--- src/rtl/pwm_capture.sv ---
// PWM input capture: measures period and high time of i_pwm in prescaled ticks,
// exposes them on the peripheral register bus and as a duty-cycle output with a valid strobe.
module pwm_capture (
  input  logic        clk_i,
  input  logic        rst_ni,
  input  logic        re_i,
  input  logic        we_i,
  input  logic [7:0]  addr_i,
  input  logic [31:0] wdata_i,
  input  logic [3:0]  be_i,
  output logic [31:0] rdata_o,
  output logic        error_o,
  input  logic        i_pwm,
  output logic [15:0] o_DC,
  output logic        o_valid_DC,
  output logic        intr_o
);

  localparam logic [7:0] ADDR_CTRL   = 8'd0;
  localparam logic [7:0] ADDR_DIV    = 8'd4;
  localparam logic [7:0] ADDR_PERIOD = 8'd8;
  localparam logic [7:0] ADDR_HIGH   = 8'd12;
  localparam logic [7:0] ADDR_STATUS = 8'd16;

  typedef enum logic [1:0] {ST_IDLE, ST_HIGH, ST_LOW} state_e;

  // Registers
  logic        en_q, cont_q, ie_q, inv_q;
  logic [15:0] div_q, period_q, high_q;
  logic        done_q, ovf_q, valid_q;

  // Capture datapath
  state_e      state_q, state_d;
  logic [1:0]  sync_q;
  logic        edge_q;
  logic [15:0] cnt_q, cnt_d, pre_q, pre_d, high_lat_q, high_lat_d;
  logic        pwm_s, rise, fall, tick, sat;
  logic [16:0] cnt_sum;
  logic        capture, ovf_set, oneshot_clr;

  // Bus decode
  logic wr, wr_ctrl, wr_div, wr_status, abort, addr_mapped;

  logic unused_bits;
  assign unused_bits = ^{be_i, wdata_i[31:16]};

  assign wr        = we_i & ~re_i;
  assign wr_ctrl   = wr & (addr_i == ADDR_CTRL);
  assign wr_div    = wr & (addr_i == ADDR_DIV);
  assign wr_status = wr & (addr_i == ADDR_STATUS);
  // Disabling or CLR aborts the measurement on the same edge the write lands.
  assign abort     = wr_ctrl & (~wdata_i[0] | wdata_i[3]);

  assign addr_mapped = (addr_i == ADDR_CTRL) || (addr_i == ADDR_DIV) ||
                       (addr_i == ADDR_PERIOD) || (addr_i == ADDR_HIGH) ||
                       (addr_i == ADDR_STATUS);
  assign error_o = ((re_i | we_i) & ~addr_mapped) |
                   (we_i & ((addr_i == ADDR_PERIOD) | (addr_i == ADDR_HIGH)));

  always_comb begin
    rdata_o = '0;
    case (addr_i)
      ADDR_CTRL:   rdata_o = {27'd0, inv_q, 1'b0, ie_q, cont_q, en_q};
      ADDR_DIV:    rdata_o = {16'd0, div_q};
      ADDR_PERIOD: rdata_o = {16'd0, period_q};
      ADDR_HIGH:   rdata_o = {16'd0, high_q};
      ADDR_STATUS: rdata_o = {30'd0, ovf_q, done_q};
      default:     rdata_o = '0;
    endcase
  end

  // Toggling INV flips pwm_s and may look like an edge; it is only meaningful while idle.
  assign pwm_s = sync_q[1] ^ inv_q;
  assign rise  = pwm_s & ~edge_q;
  assign fall  = ~pwm_s & edge_q;

  // >= rather than == so a DIVISOR lowered below the current phase still ticks next cycle.
  assign tick    = (pre_q >= div_q);
  assign cnt_sum = {1'b0, cnt_q} + {16'd0, tick};
  assign sat     = cnt_sum[16];

  // NOTE: every always_comb output gets a default first, so no path can infer a latch.
  always_comb begin
    state_d     = state_q;
    cnt_d       = cnt_q;
    high_lat_d  = high_lat_q;
    pre_d       = (rise || tick) ? 16'd0 : pre_q + 16'd1;
    capture     = 1'b0;
    ovf_set     = 1'b0;
    oneshot_clr = 1'b0;

    case (state_q)
      ST_IDLE: begin
        cnt_d = '0;
        if (rise) state_d = ST_HIGH;
      end
      ST_HIGH: begin
        cnt_d = cnt_sum[15:0];
        if (sat) begin
          ovf_set = 1'b1;
          cnt_d   = '0;
          state_d = ST_IDLE;
        end else if (fall) begin
          high_lat_d = cnt_sum[15:0];
          state_d    = ST_LOW;
        end
      end
      ST_LOW: begin
        cnt_d = cnt_sum[15:0];
        if (sat) begin
          ovf_set = 1'b1;
          cnt_d   = '0;
          state_d = ST_IDLE;
        end else if (rise) begin
          capture = 1'b1;
          cnt_d   = '0;
          if (cont_q) begin
            state_d = ST_HIGH;
          end else begin
            state_d     = ST_IDLE;
            oneshot_clr = 1'b1;
          end
        end
      end
      default: state_d = ST_IDLE;
    endcase

    if (abort || !en_q) begin
      state_d     = ST_IDLE;
      cnt_d       = '0;
      capture     = 1'b0;
      ovf_set     = 1'b0;
      oneshot_clr = 1'b0;
      if (abort) pre_d = '0;
    end
  end

  // NOTE: sequential state uses non-blocking assignments only, so every flop samples pre-edge values.
  always_ff @(posedge clk_i) begin
    if (!rst_ni) begin
      sync_q     <= '0;
      edge_q     <= 1'b0;
      state_q    <= ST_IDLE;
      cnt_q      <= '0;
      pre_q      <= '0;
      high_lat_q <= '0;
    end else begin
      sync_q     <= {sync_q[0], i_pwm};
      edge_q     <= pwm_s;
      state_q    <= state_d;
      cnt_q      <= cnt_d;
      pre_q      <= pre_d;
      high_lat_q <= high_lat_d;
    end
  end

  always_ff @(posedge clk_i) begin
    if (!rst_ni) begin
      en_q     <= 1'b0;
      cont_q   <= 1'b0;
      ie_q     <= 1'b0;
      inv_q    <= 1'b0;
      div_q    <= '0;
      period_q <= '0;
      high_q   <= '0;
      done_q   <= 1'b0;
      ovf_q    <= 1'b0;
      valid_q  <= 1'b0;
    end else begin
      if (wr_ctrl) begin
        en_q   <= wdata_i[0];
        cont_q <= wdata_i[1];
        ie_q   <= wdata_i[2];
        inv_q  <= wdata_i[4];
      end
      if (oneshot_clr) en_q <= 1'b0;
      if (wr_div) div_q <= wdata_i[15:0];
      if (capture) begin
        period_q <= cnt_sum[15:0];
        high_q   <= high_lat_q;
      end
      valid_q <= capture;
      // Set events take priority over a simultaneous write-1-to-clear.
      done_q  <= capture | (done_q & ~(wr_status & wdata_i[0]));
      ovf_q   <= ovf_set | (ovf_q & ~(wr_status & wdata_i[1]));
    end
  end

  assign o_DC       = high_q;
  assign o_valid_DC = valid_q;
  assign intr_o     = ie_q & done_q;

endmodule

--- config.mk ---
export PLATFORM = sky130hd
export DESIGN_NAME = pwm_capture
export DESIGN_NICKNAME = d
export VERILOG_FILES = /design/src/rtl/pwm_capture.sv
export SDC_FILE = /design/constraint.sdc
export NUM_CORES = 1
export LEC_CHECK = 0
export CORE_MARGIN = 5
export CORE_UTILIZATION = 57
export DETAILED_ROUTE_END_ITERATION = 10
export PLACE_DENSITY = 0.93
export SLEW_MARGIN = 25
export SYNTH_ARGS = -nofsm -noshare
export SYNTH_HDL_FRONTEND = slang
export SYNTH_SLANG_ARGS = --single-unit
--- constraint.sdc ---
create_clock -name clk_i -period 7 [get_ports clk_i]
set_input_delay 1.4 -clock clk_i [delete_from_list [all_inputs] [get_ports clk_i]]
set_output_delay 1.4 -clock clk_i [all_outputs]
set_load 0.02 [all_outputs]
==> reports/summary.txt, run 1 <==
Pre-CTS WS -> 1.64 ns
Post-CTS setup buffer count -> 0
DIE AREA -> 11800 sq um
CP Class -> input pin to output port
Initial antenna violation count -> 0
H-tree levels -> 3
Layout area overhead -> 14.3%
Hold crit path type -> register to register
Area leader, netlist -> dfxtp_1
Mapped Area -> 5550 sq um
WL per Instance -> 16.8 um
Flop2flop setup slack -> 2.58 ns
Hold path cells -> 2
Post-synthesis xor/xnor area fraction -> 4.42%
Drt pass-1 iters -> 7
Top fanout value on the critical path -> 16
Cts repair resizes -> 0
Core box area -> 9640 sq um
Min-delay src -> high_lat_q[3]
Clk buf depth -> 2
Share of layout cells above drive strength 1 -> 6.31%
GR Util met3 -> 4.26%
Synth warn -> 0
Port bufs -> 63
Fin nets -> 781
Total CTS buffers -> 9
Top post-synthesis cells by area -> dfxtp_1 (39%), nand2_1 (5.7%), ha_1 (5.4%), nor2_1 (5.3%), a21oi_1 (4.6%)
Mux cell area share after synthesis -> 4.78%
Drt drc -> 0
Post-Layout Inst Area -> 6350 sq um
Starting Density -> 57.6%
Worst-Skew Late Latency -> 0.37 ns
Crit. End Element -> output port
Async set-reset flop share out of synthesis -> 0%
First-pass GRT wire length -> 23.7 mm
Adder-Cell Fraction of Synth Area -> 5.41%
Vias per cell -> 5.89
Worst ir drop on vdd -> 0.0872 mV
Slowest-stage cell, CP -> clkdlybuf4s50_1
Die X -> 109 um
I/O Pins -> 100
Clock slew at reported path FFs -> 0.11 ns
Slew headroom -> 42.5%
Unrepaired setup endpoints after global routing -> false
Final worst slack -> 1.62 ns
Largest family of logic cells by synthesized area -> simple AND/OR/NAND/NOR gates
Critical-path cell list -> clkdlybuf4s50_1 -> or4_4 -> or3_1 -> inv_1 -> nand2_1 -> o22ai_1 -> clkdlybuf4s50_1
DP Area -> 6160 sq um
MaxCap Viol Count -> 0
Most common cell in the netlist -> dfxtp_1
Critical path's largest stage delay -> 0.63 ns
Initial DRC Count -> 527
Via Count -> 4987
Reg2reg path depth -> 15
Worst r2r src -> div_q[5]
Cell Rows -> 36
Yosys reg bits -> 108
Max Slew Vio Count -> 0
Fmax -> 186 MHz
Global-route met1 utilization -> 31.0%
Simple-gate portion of the synthesized area -> 20.5%
Post-Route Setup TNS -> 0 ns
Number of global-route vias before repair -> 4910
Met2 GRT Util -> 43.6%
Post-synthesis sequential area ratio -> 38.9%
Gp weighted congestion -> 0.926
CP required -> 5.60 ns
Tightest Pin Transition -> 0.861 ns
Gr usage total -> 24.8%
Overflow after GRT -> 0
Min-Delay Endpoint -> o_DC[3]
Outcome -> complete, no violations
Clock tree sinks -> 108
CTS tree -> done
Hold-fix buffers at CTS -> 0
Fin crit period -> 5.38 ns
Fin util -> 65.9%
Most used cell, CP -> clkdlybuf4s50_1
Lkg Pwr -> 2.06 nW
Hpwl dp -> 10.5 mm
Top FF cell, synth -> dfxtp_1
Crit path arrival time -> 3.98 ns
Largest net degree at the start of global routing -> 68
Final wirelength -> 14.2 mm
Fin Clk Skew -> 0.00845 ns
Critical Path Source Type -> input pin
Cell Pwr Density -> 162 nW/um^2
Final Hold Vio Count -> 0
Fin crit share -> 76.9%
Share of the synthesized area in the top cell type -> 38.9%
Clock Root Buffer -> clkbuf_8
Avg Cell Area, Syn -> 8.36 sq um
Cells after Synth -> 664
# setup viols final -> 0
R2r endpoint -> period_q[14]
Synth cell count leaders -> dfxtp_1 (108), nand2_1 (85), nor2_1 (79)
Distinct cells, synth -> 54
Busiest grt layer -> met2
Ant diodes -> 0
Post-DRT Antenna Nets -> 0
Compound-cell area share of the yosys netlist -> 18.4%
Die H -> 109 um
EDFF count, synth -> 0
==> registers in the layout (all words and copies together), names as in the netlist, 2 cells and up <==
signal,count
div_q,16
pre_q,16
period_q,16
sync_q,2
cnt_q,16
state_q,2
high_lat_q,16
o_DC,16
==> metal layers <==
| metal | vias to the layer above | wire, um |
|---|---|---|
| met1 | 2370 | 5780 |
| met5 | - | 0 |
| li1 | 2381 | - |
| met2 | 200 | 7320 |
| met3 | 36 | 848 |
| met4 | 0 | 287 |
==> cell families (layout without fill, tap and decap cells) <==
group                      after synthesis  after routing
other                                    1             16
muxes                                   24             24
DFF                                    108            108
AOI/OAI and AO/OA                      153            153
buffers and inverters                   81            115
and+or+nand+nor                        245            245
adders and majority gates               24             24
xor gates and xnor gates                28             28
==> critical path, delay by kind of cell <==
| family | cells | cell delay, ns |
|---|---|---|
| buf+inv | 3 | 1.18 |
| compound gates | 1 | 0.16 |
| simple gates | 3 | 1.23 |
==> through the flow <==
| step | cells | hold slack, ns | total power (W) |
|---|---|---|---|
| 2_1_floorplan | 679 | 0.412 | 0.000665 |
| 3_3_place_gp | 830 | 0.435 | 0.000681 |
| 3_5_place_dp | 830 | 0.446 | 0.000682 |
| 4_1_cts | 846 | 0.456 | 0.00103 |
| 5_1_grt | 846 | 0.487 | 0.00106 |
| 6_report | 846 | 0.456 | 0.00103 |
==> how the worst max path moves through the flow <==
stage                         start     endpoint  depth (start not counted)  slack [ns]
final                     addr_i[1]   rdata_o[0]                          7        1.62
after global routing      addr_i[3]  rdata_o[13]                          6        1.49
after CTS                 addr_i[1]   rdata_o[0]                          7        1.63
after detailed placement  addr_i[1]   rdata_o[0]                          7        1.64
after global placement    addr_i[1]   rdata_o[1]                          7        1.67
after floorplan           addr_i[1]   rdata_o[1]                          6        2.75
==> layout make-up <==
type,count,area (sq um)
inverter,27,101
fill,750,3290
tap,133,166
clock buffer,9,124
multi-input combinational,490,3040
clock inverter,7,60.1
sequential,108,2160
timing repair buffer,72,698
==> placed cells by master, fill, tap and decap left out, types with 9 or more instances in the layout <==
cell	count
nor4_1	10
nand3_1	15
mux2i_1	22
inv_1	26
conb_1	16
xor2_1	12
a211oi_1	25
a211oi_2	11
dfxtp_1	108
xnor2_1	16
buf_4	9
clkbuf_8	9
nor2_1	79
ha_1	24
nand4_1	9
a21oi_1	51
a22oi_1	16
nand2b_1	10
o21ai_0	22
clkdlybuf4s50_1	63
nor3_1	12
nand2_1	85
==> where the power goes <==
group	internal, W	switching (W)
sequential	0.000615	0.000000604
clock	0.000136	0.000225
combinational	0.0000204	0.0000333
No activity file was read; power rests on OpenSTA's default activity.
==> run 2, diff against run 1 <==
--- a/config.mk
+++ b/config.mk
@@ -6,9 +6,9 @@
 export NUM_CORES = 1
 export LEC_CHECK = 0
 export CORE_MARGIN = 5
-export CORE_UTILIZATION = 57
+export CORE_UTILIZATION = 48
 export DETAILED_ROUTE_END_ITERATION = 10
-export PLACE_DENSITY = 0.93
+export PLACE_DENSITY = 0.84
 export SLEW_MARGIN = 25
 export SYNTH_ARGS = -nofsm -noshare
 export SYNTH_HDL_FRONTEND = slang
==> constraint.sdc (replaced) <==
create_clock -name clk_i -period 4.4 [get_ports clk_i]
set_input_delay 0.88 -clock clk_i [delete_from_list [all_inputs] [get_ports clk_i]]
set_output_delay 0.88 -clock clk_i [all_outputs]
set_load 0.02 [all_outputs]
==> run 2 against run 1 <==
Net effect: non-clock buffer count up 6; clock power up 140%; die area up 17%; combinational power up 66%; via count up 1.2%; hold slack worse by 0.014 ns; cell area up 3.1%; sequential power up 59%; sequential share of layout area down 1.0 points; clock skew up 0.0036 ns; critical path type unchanged.
==> reports/summary.txt, run 2 (same netlist as run 1, synthesis figures left out) <==
Starting Density -> 48.9%
Share of layout cells above drive strength 1 -> 6.82%
Hpwl dp -> 10.5 mm
CP Class -> input pin to output port
Layout area overhead -> 17.8%
Fmax -> 242 MHz
Gr usage total -> 21.0%
Die X -> 118 um
Fin crit period -> 4.14 ns
Total CTS buffers -> 9
Worst ir drop on vdd -> 0.161 mV
Critical Path Source Type -> input pin
Most frequent cells in the layout -> dfxtp_1 (108), nand2_1 (85), nor2_1 (79), clkdlybuf4s50_1 (63), a21oi_1 (51)
Clock tree sinks -> 108
WL per Instance -> 17.1 um
Clk buf depth -> 2
Final wirelength -> 14.7 mm
Clock Root Buffer -> clkbuf_16
MaxCap Viol Count -> 0
Die H -> 118 um
Fin util -> 57.6%
Vias per cell -> 5.85
DIE AREA -> 13800 sq um
Fin crit share -> 94.0%
Fin nets -> 787
H-tree levels -> 3
Area used by multi-input combinational logic -> 3030 sq um
Lkg Pwr -> 2.15 nW
Crit. End Element -> output port
Post-Route Setup TNS -> 0 ns
FF/Latch Area -> 2160 sq um
Initial antenna violation count -> 0
Commonest non-fill, non-tap cell in the layout -> dfxtp_1
Crit path arrival time -> 3.26 ns
Outcome -> complete, no violations
Port bufs -> 63
Final Hold Vio Count -> 0
Number of global-route vias before repair -> 4779
Gp weighted congestion -> 0.947
Cell Rows -> 39
Fin Clk Skew -> 0.0121 ns
Post-CTS setup buffer count -> 0
# setup viols final -> 0
Overflow after GRT -> 0
Drt pass-1 iters -> 5
Via Count -> 5045
Post-DRT Antenna Nets -> 0
Unrepaired setup endpoints after global routing -> false
Core box area -> 11400 sq um
Ant diodes -> 0
Hold crit path type -> register to register
Fillers -> 986
Top fanout value on the critical path -> 11
Max Slew Vio Count -> 0
Largest net degree at the start of global routing -> 67
First-pass GRT wire length -> 24.3 mm
Clock slew at reported path FFs -> 0.06 ns
Cell Pwr Density -> 297 nW/um^2
Initial DRC Count -> 611
CP required -> 3.52 ns
CTS tree -> done
Worst-Skew Late Latency -> 0.36 ns
Slew headroom -> 41.2%
Tightest Pin Transition -> 0.879 ns
Drt drc -> 0
I/O Pins -> 100
[run 2: cell count changes in the layout (fill, tap and decap cells not counted), moves of 2 or more]
cell,delta
clkbuf_16,+9
clkbuf_8,-9
buf_4,+6
bufinv_16,+2
o21ai_1,+2
[run 2: path summary, 6_finish.rpt]
path | start | endpoint | slack, ns | cells after the start
setup / recovery | addr_i[1] | rdata_o[5] | 0.26 | 6
hold / removal | sync_q[0] | sync_q[1] | 0.44 | 1
setup reg to reg | pre_q[0] | high_lat_q[1] | 0.39 | 15
hold reg to reg | sync_q[0] | sync_q[1] | 0.44 | 1
[run 2: what timing repair did]
| action | in CTS | in global routing |
|---|---|---|
| setup endpoints to repair | 0 | 1 |
| resized for setup | 0 | 1 |
| hold buffers | 0 | 0 |
[run 2: stage by stage]
step | instance area [sq um] | total power (W) | instances | worst slack (ns) | hold WS, ns
2_1_floorplan | 5610 | 0.00106 | 679 | 0.509 | 0.412
3_3_place_gp | 6220 | 0.00109 | 846 | 0.311 | 0.429
3_5_place_dp | 6220 | 0.00109 | 846 | 0.270 | 0.428
4_1_cts | 6540 | 0.00195 | 862 | 0.251 | 0.444
5_1_grt | 6540 | 0.00201 | 862 | 0.0880 | 0.467
6_report | 6540 | 0.00195 | 862 | 0.264 | 0.442
[run 2: layout make-up]
cell class / count / area share [%]
inverter: 27 / 1.55
clock inverter: 6 / 1.47
timing repair buffer: 78 / 11.4
sequential: 108 / 33.0
multi-input combinational: 490 / 46.3
tap: 143 / 2.73
clock buffer: 10 / 3.50
[run 2: layer usage]
metal | vias up | GRT usage [%] | routed length, um
li1 | 2398 | - | -
met1 | 2377 | 26.4 | 6030
met2 | 220 | 33.3 | 6900
met3 | 50 | 4.90 | 1120
met4 | 0 | 11.5 | 690
met5 | - | 0 | 0
[run 2: worst max-delay path: stages]
cell	delay, ns
clkdlybuf4s50_1	0.43
or4_4	0.54
or3_1	0.42
buf_4	0.23
nor2_1	0.13
clkdlybuf4s50_1	0.61
[run 2: power breakdown]
part           internal [W]  total (W)  switching [W]
Sequential         0.000978   0.000979    0.000000849
Combinational     0.0000343  0.0000891      0.0000548
Clock              0.000506   0.000878       0.000372
